File: src/rtl/rnn_step_engine.sv
// One Elman-style RNN time step: h'[j] = act(sat16((b[j] + x.W[:,j] + h.U[:,j]) >>> FRAC)).
// Operands are fetched one per cycle through combinational read ports; h is committed atomically.
module rnn_step_engine #(
    parameter int X_LEN = 2,
    parameter int H_LEN = 4,
    parameter int FRAC  = 0,
    parameter int RELU  = 0
) (
    input  logic                      clk,
    input  logic                      rst_n,
    input  logic                      start,
    input  logic                      clear_h,
    output logic                      busy,
    output logic                      done,
    output logic [7:0]                x_idx,
    input  logic signed [15:0]        x_data,
    output logic [7:0]                w_row,
    output logic [7:0]                w_col,
    input  logic signed [15:0]        w_data,
    output logic [7:0]                u_row,
    output logic [7:0]                u_col,
    input  logic signed [15:0]        u_data,
    output logic [7:0]                b_idx,
    input  logic signed [15:0]        b_data,
    output logic [16*H_LEN-1:0]       h_out
);

    localparam int DATA_W = 16;
    localparam int COEF_W = 16;
    localparam int PROD_W = DATA_W + COEF_W;
    localparam int ACC_W  = 40;
    localparam int IDX_W  = (H_LEN > 1) ? $clog2(H_LEN) : 1;
    localparam logic [7:0] X_LAST = 8'(X_LEN - 1);
    localparam logic [7:0] H_LAST = 8'(H_LEN - 1);
    localparam logic signed [ACC_W-1:0] SAT_MAX = 40'sd32767;
    localparam logic signed [ACC_W-1:0] SAT_MIN = -40'sd32768;

    typedef enum logic [2:0] {IDLE, BIAS, XW, HU, WB, COMMIT} state_t;

    state_t                    state_q, state_d;
    logic [7:0]                col_q;
    logic [7:0]                cnt_q;
    logic signed [ACC_W-1:0]   acc_q;
    logic signed [DATA_W-1:0]  h_q      [H_LEN];
    logic signed [DATA_W-1:0]  h_next_q [H_LEN];
    logic signed [PROD_W-1:0]  prod_xw;
    logic signed [PROD_W-1:0]  prod_hu;
    logic signed [DATA_W-1:0]  h_sel;
    logic signed [DATA_W-1:0]  wb_val;

    function automatic logic signed [DATA_W-1:0] sat16(input logic signed [ACC_W-1:0] v);
        if (v > SAT_MAX)      return 16'sh7fff;
        else if (v < SAT_MIN) return 16'sh8000;
        else                  return v[DATA_W-1:0];
    endfunction

    function automatic logic signed [DATA_W-1:0] act(input logic signed [DATA_W-1:0] v);
        if (RELU != 0 && v < 0) return '0;
        else                    return v;
    endfunction

    // The recurrent operand always comes from the committed state, never from h_next.
    assign h_sel   = h_q[cnt_q[IDX_W-1:0]];
    assign prod_xw = PROD_W'(x_data) * PROD_W'(w_data);
    assign prod_hu = PROD_W'(h_sel) * PROD_W'(u_data);
    assign wb_val  = act(sat16(acc_q >>> FRAC));

    for (genvar g = 0; g < H_LEN; g++) begin : g_hout
        assign h_out[16*g +: 16] = h_q[g];
    end

    always_comb begin
        state_d = state_q;
        busy    = (state_q != IDLE);
        x_idx   = '0;
        w_row   = '0;
        w_col   = '0;
        u_row   = '0;
        u_col   = '0;
        b_idx   = '0;
        case (state_q)
            IDLE:   if (start) state_d = BIAS;
            BIAS: begin
                b_idx   = col_q;
                state_d = XW;
            end
            XW: begin
                x_idx = cnt_q;
                w_row = cnt_q;
                w_col = col_q;
                if (cnt_q == X_LAST) state_d = HU;
            end
            HU: begin
                u_row = cnt_q;
                u_col = col_q;
                if (cnt_q == H_LAST) state_d = WB;
            end
            WB:     state_d = (col_q == H_LAST) ? COMMIT : BIAS;
            COMMIT: state_d = IDLE;
            default: state_d = IDLE;
        endcase
    end

    always_ff @(posedge clk or negedge rst_n) begin
        if (!rst_n) begin
            state_q <= IDLE;
            col_q   <= '0;
            cnt_q   <= '0;
            acc_q   <= '0;
            done    <= 1'b0;
            for (int n = 0; n < H_LEN; n++) begin
                h_q[n]      <= '0;
                h_next_q[n] <= '0;
            end
        end else begin
            state_q <= state_d;
            done    <= 1'b0;
            case (state_q)
                IDLE: begin
                    if (clear_h) begin
                        for (int n = 0; n < H_LEN; n++) h_q[n] <= '0;
                    end
                    if (start) begin
                        col_q <= '0;
                        cnt_q <= '0;
                    end
                end
                BIAS: begin
                    acc_q <= ACC_W'(b_data);
                    cnt_q <= '0;
                end
                XW: begin
                    acc_q <= acc_q + ACC_W'(prod_xw);
                    cnt_q <= (cnt_q == X_LAST) ? 8'd0 : cnt_q + 8'd1;
                end
                HU: begin
                    acc_q <= acc_q + ACC_W'(prod_hu);
                    cnt_q <= (cnt_q == H_LAST) ? 8'd0 : cnt_q + 8'd1;
                end
                WB: begin
                    h_next_q[col_q[IDX_W-1:0]] <= wb_val;
                    col_q <= (col_q == H_LAST) ? 8'd0 : col_q + 8'd1;
                end
                COMMIT: begin
                    h_q  <= h_next_q;
                    done <= 1'b1;
                end
                default: ;
            endcase
        end
    end

endmodule
File: config.mk
export PLATFORM = sky130hd
export DESIGN_NAME = rnn_step_engine
export DESIGN_NICKNAME = d
export VERILOG_FILES = /design/src/rtl/rnn_step_engine.sv
export SDC_FILE = /design/constraint.sdc
export NUM_CORES = 2
export LEC_CHECK = 0
export CELL_PAD_IN_SITES_DETAIL_PLACEMENT = 0
export CELL_PAD_IN_SITES_GLOBAL_PLACEMENT = 1
export CORE_UTILIZATION = 50
export CTS_BUF_LIST = sky130_fd_sc_hd__clkbuf_8 sky130_fd_sc_hd__clkbuf_16
export DETAILED_ROUTE_END_ITERATION = 7
export PLACE_DENSITY_LB_ADDON = 0.05
export SYNTH_ARGS = -nofsm -noshare
export SYNTH_HDL_FRONTEND = slang
export SYNTH_SLANG_ARGS = --single-unit
File: constraint.sdc
create_clock -name clk -period 9.2 [get_ports clk]
set_input_delay 0.92 -clock clk [delete_from_list [all_inputs] [get_ports clk]]
set_output_delay 0.92 -clock clk [all_outputs]
set_load 0.005 [all_outputs]
==> flow_metrics.py <==
metrics = {
    "global_route": {
        "grt_max_degree": 137,
        "grt_remaining_overflow": 0,
        "grt_pass1_wl_mm": 145,
        "grt_usage": 0.278,
        "antenna_found_initial": 4,
        "grt_pass1_vias": 25924,
    },
    "yosys": {
        "synth_most_common_cell": "inv_1",
        "synthCells": 3463,
        "ys_seq_area_frac": 0.142,
        "avgSynthCellArea_um2": 9.53,
        "synth_seq_cells": 188,
        "ys_warn_count": 0,
        "netlist.area_leader.share": 0.400,
        "async_flop_share": 1.00,
        "yosysUniqueCellTypes": 80,
        "yosysTopAreaCell": "fa_1",
        "synth_edf_count": 0,
        "synth.cell_area_um2": 33000,
        "yosys-top-cells-count": "inv_1 (786), fa_1 (660), nand2_1 (319), and2_1 (252), ha_1 (236)",
        "syn-num-nets": 4427,
        "ys.flop_type": "dfrtp_1",
        "synth_area_leaders": "fa_1 (40%), dfrtp_1 (14%), ha_1 (8.9%)",
    },
    "floorplan": {
        "die_x_um": 259,
        "die_h_um": 259,
        "rows": 93,
        "start_util": 0.509,
        "coreArea_um2": 64800,
        "dieArea_um2": 67100,
        "io_pins": 182,
    },
    "cells_and_area": {
        "final_core_util": 0.558,
        "drive_gt1_frac": 0.0328,
        "area_delta_synth_final_pct": 9.58,
        "nets": 4517,
    },
    "route": {
        "wl_met2_mm": 41.9,
        "vias": 23815,
        "ant_nets": 0,
        "wl_met1_mm": 41.1,
        "drt-wirelength-per-cell_um": 20.0,
        "vias_per_cell": 5.38,
        "drcViolationCount": 0,
        "drt_pass1_iterations": 6,
        "drt-total-wl_mm": 88.3,
        "routed-wl-met3_mm": 3.73,
        "drtIter0Drc": 1431,
        "top_layer": "met5",
    },
    "critical_path": {
        "cp-end-kind": "flip-flop",
        "crit_chain": "clkdlybuf4s50_1, nand2_1, inv_1, fa_1, fa_1, inv_1, fa_1, fa_1, inv_1, fa_1, inv_1, fa_1, inv_1, ha_1, and3_1, and2_1, a32oi_1, a21oi_2, a311oi_2, a211o_1, a2111oi_0, o31ai_1, o32a_1",
        "slowest_delay_ps": 880,
        "r2r_slack_ps": 1190,
        "cp-start-kind": "primary input",
        "path_common_cell": "fa_1",
        "crit_path_max_fanout": 16,
        "critPathRequiredTime_ps": 9550,
        "arrival_ps": 8360,
        "worstSetupPathType": "in2reg",
        "slowest_stage": "clkdlybuf4s50_1",
    },
    "clocking": {
        "clkLatencyLatePin_ps": 470,
        "path_clk_slew_ps": 80,
        "cts_root_buf": "clkbuf_16",
        "cts_resized": 0,
        "cts_tree": "built",
        "ctsHoldBuffers": 0,
        "cts_sinks": 188,
        "clock_path_buffers": 2,
        "cts_max_level": 4,
        "postCtsSetupBuffers": 0,
        "cts_buffers": 17,
    },
    "placement": {
        "numPortBuffers": 181,
        "dpl.hpwl_mm": 74.1,
        "routabilityCongestion": 0.885,
    },
    "sta": {
        "drv_slew": 0,
        "setup_viol": 0,
        "rsz0062_at_grt": "false",
        "setup_tns_ps": 0,
        "final_hold_viol_count": 0,
        "worst_pin_slew_ps": 1080,
        "post-route-period-util": 0.871,
        "clock_skew_ps": 21.3,
        "finalCriticalPeriod_ps": 8010,
        "maxSlewHeadroom": 0.280,
        "max_freq_ghz": 0.125,
    },
    "worst_hold_path": {
        "hold_class": "reg2reg",
    },
    "run_status": {
        "status": "finished clean",
    },
    "run": {
        "maxCapViolations": 0,
    },
}
kinds of logic (layout without fill, tap and decap cells):
logic type | Yosys count | in the layout | synth area share
DFF | 188 | 188 | 0.142
adders and majority gates | 896 | 896 | 0.490
buffers and inverters | 927 | 1030 | 0.107
xor gates and xnor gates | 75 | 75 | 0.0199
muxes | 30 | 30 | 0.0157
and+or+nand+nor | 889 | 889 | 0.131
AOI/OAI and AO/OA | 458 | 458 | 0.0938
other | 0 | 2 | 0
final timing paths:
check,to,cells past startpoint,startpoint
setup / recovery,acc_q[39]$_DFFE_PN0P_,23,x_data[15]
hold / removal,h_out[62]$_DFFE_PN0P_,1,h_next_q[14]$_DFFE_PN0P_
setup reg to reg,acc_q[39]$_DFFE_PN0P_,23,cnt_q[0]$_DFFE_PN0P_
hold reg to reg,h_out[62]$_DFFE_PN0P_,1,h_next_q[14]$_DFFE_PN0P_
max in group asynchronous,acc_q[19]$_DFFE_PN0P_,2,rst_n
min in group asynchronous,h_out[17]$_DFFE_PN0P_,1,rst_n
placed cells by master (no fill, tap or decap), types with 7 or more instances in the layout:
cell type	netlist	final
xnor2_1	48	48
clkbuf_16	0	17
a22oi_1	8	8
nand4_1	14	14
inv_1	786	786
nor2_1	173	171
xor2_1	27	27
o21bai_1	12	12
or3_1	7	7
o21ai_1	8	8
a31oi_1	9	9
a2111oi_0	7	7
o22a_1	7	7
clkdlybuf4s50_1	0	180
nor4_1	8	8
mux4_2	16	16
nand2_1	319	319
o21a_1	8	8
o31ai_1	10	9
fa_1	660	660
a21oi_1	149	148
ha_1	236	236
nor3_1	27	26
a22o_1	66	66
and3_1	19	18
dfrtp_1	188	188
buf_4	9	31
a21o_1	22	22
o21ai_0	69	69
nand2b_1	14	14
a221oi_1	12	12
nor2b_1	13	13
a211oi_1	19	19
nand3_1	18	18
mux2_2	9	9
and2_1	252	252
metal layers:
| metal | global-route usage | vias to the layer above |
|---|---|---|
| met5 | 0 | - |
| li1 | - | 10829 |
| met1 | 0.407 | 12315 |
| met3 | 0.0241 | 91 |
| met2 | 0.451 | 578 |
| met4 | 0.0595 | 2 |
critical path, delay by kind of cell:
kind / cells / cell delay (ps)
AO/OA/AOI/OAI: 7 / 1790
adder cells (fa/ha/maj): 7 / 3670
buffers and inverters: 6 / 1280
AND/OR/NAND/NOR: 3 / 670
sequential cells by signal (all words and copies together), names as in the netlist:
| name | cells |
|---|---|
| col_q | 8 |
| h_next_q | 64 |
| h_out | 64 |
| acc_q | 40 |
| done | 1 |
| cnt_q | 8 |
| state_q | 3 |
stage by stage:
stage                     hold WS (ps)  setup slack (ps)  instance area (µm²)  instances
after floorplan                    464              1680                33000       3463
after global placement             479               827                35600       4389
after detailed placement           487               758                35600       4389
after CTS                          502              1170                36200       4421
after global routing               525               715                36200       4423
final                              500              1190                36200       4423
area by class of cell:
class / instances / area (µm²)
timing repair buffer: 212 / 2050
inverter: 786 / 2950
clock buffer: 18 / 439
multi-input combinational: 2348 / 24800
fill: 5830 / 28600
antenna: 2 / 5.00
clock inverter: 14 / 159
tap: 855 / 1070
sequential: 188 / 4700
Power is left out: the tool's default activity adds up to more than one toggle a clock period on the data nets, which glitch-free logic cannot reach.
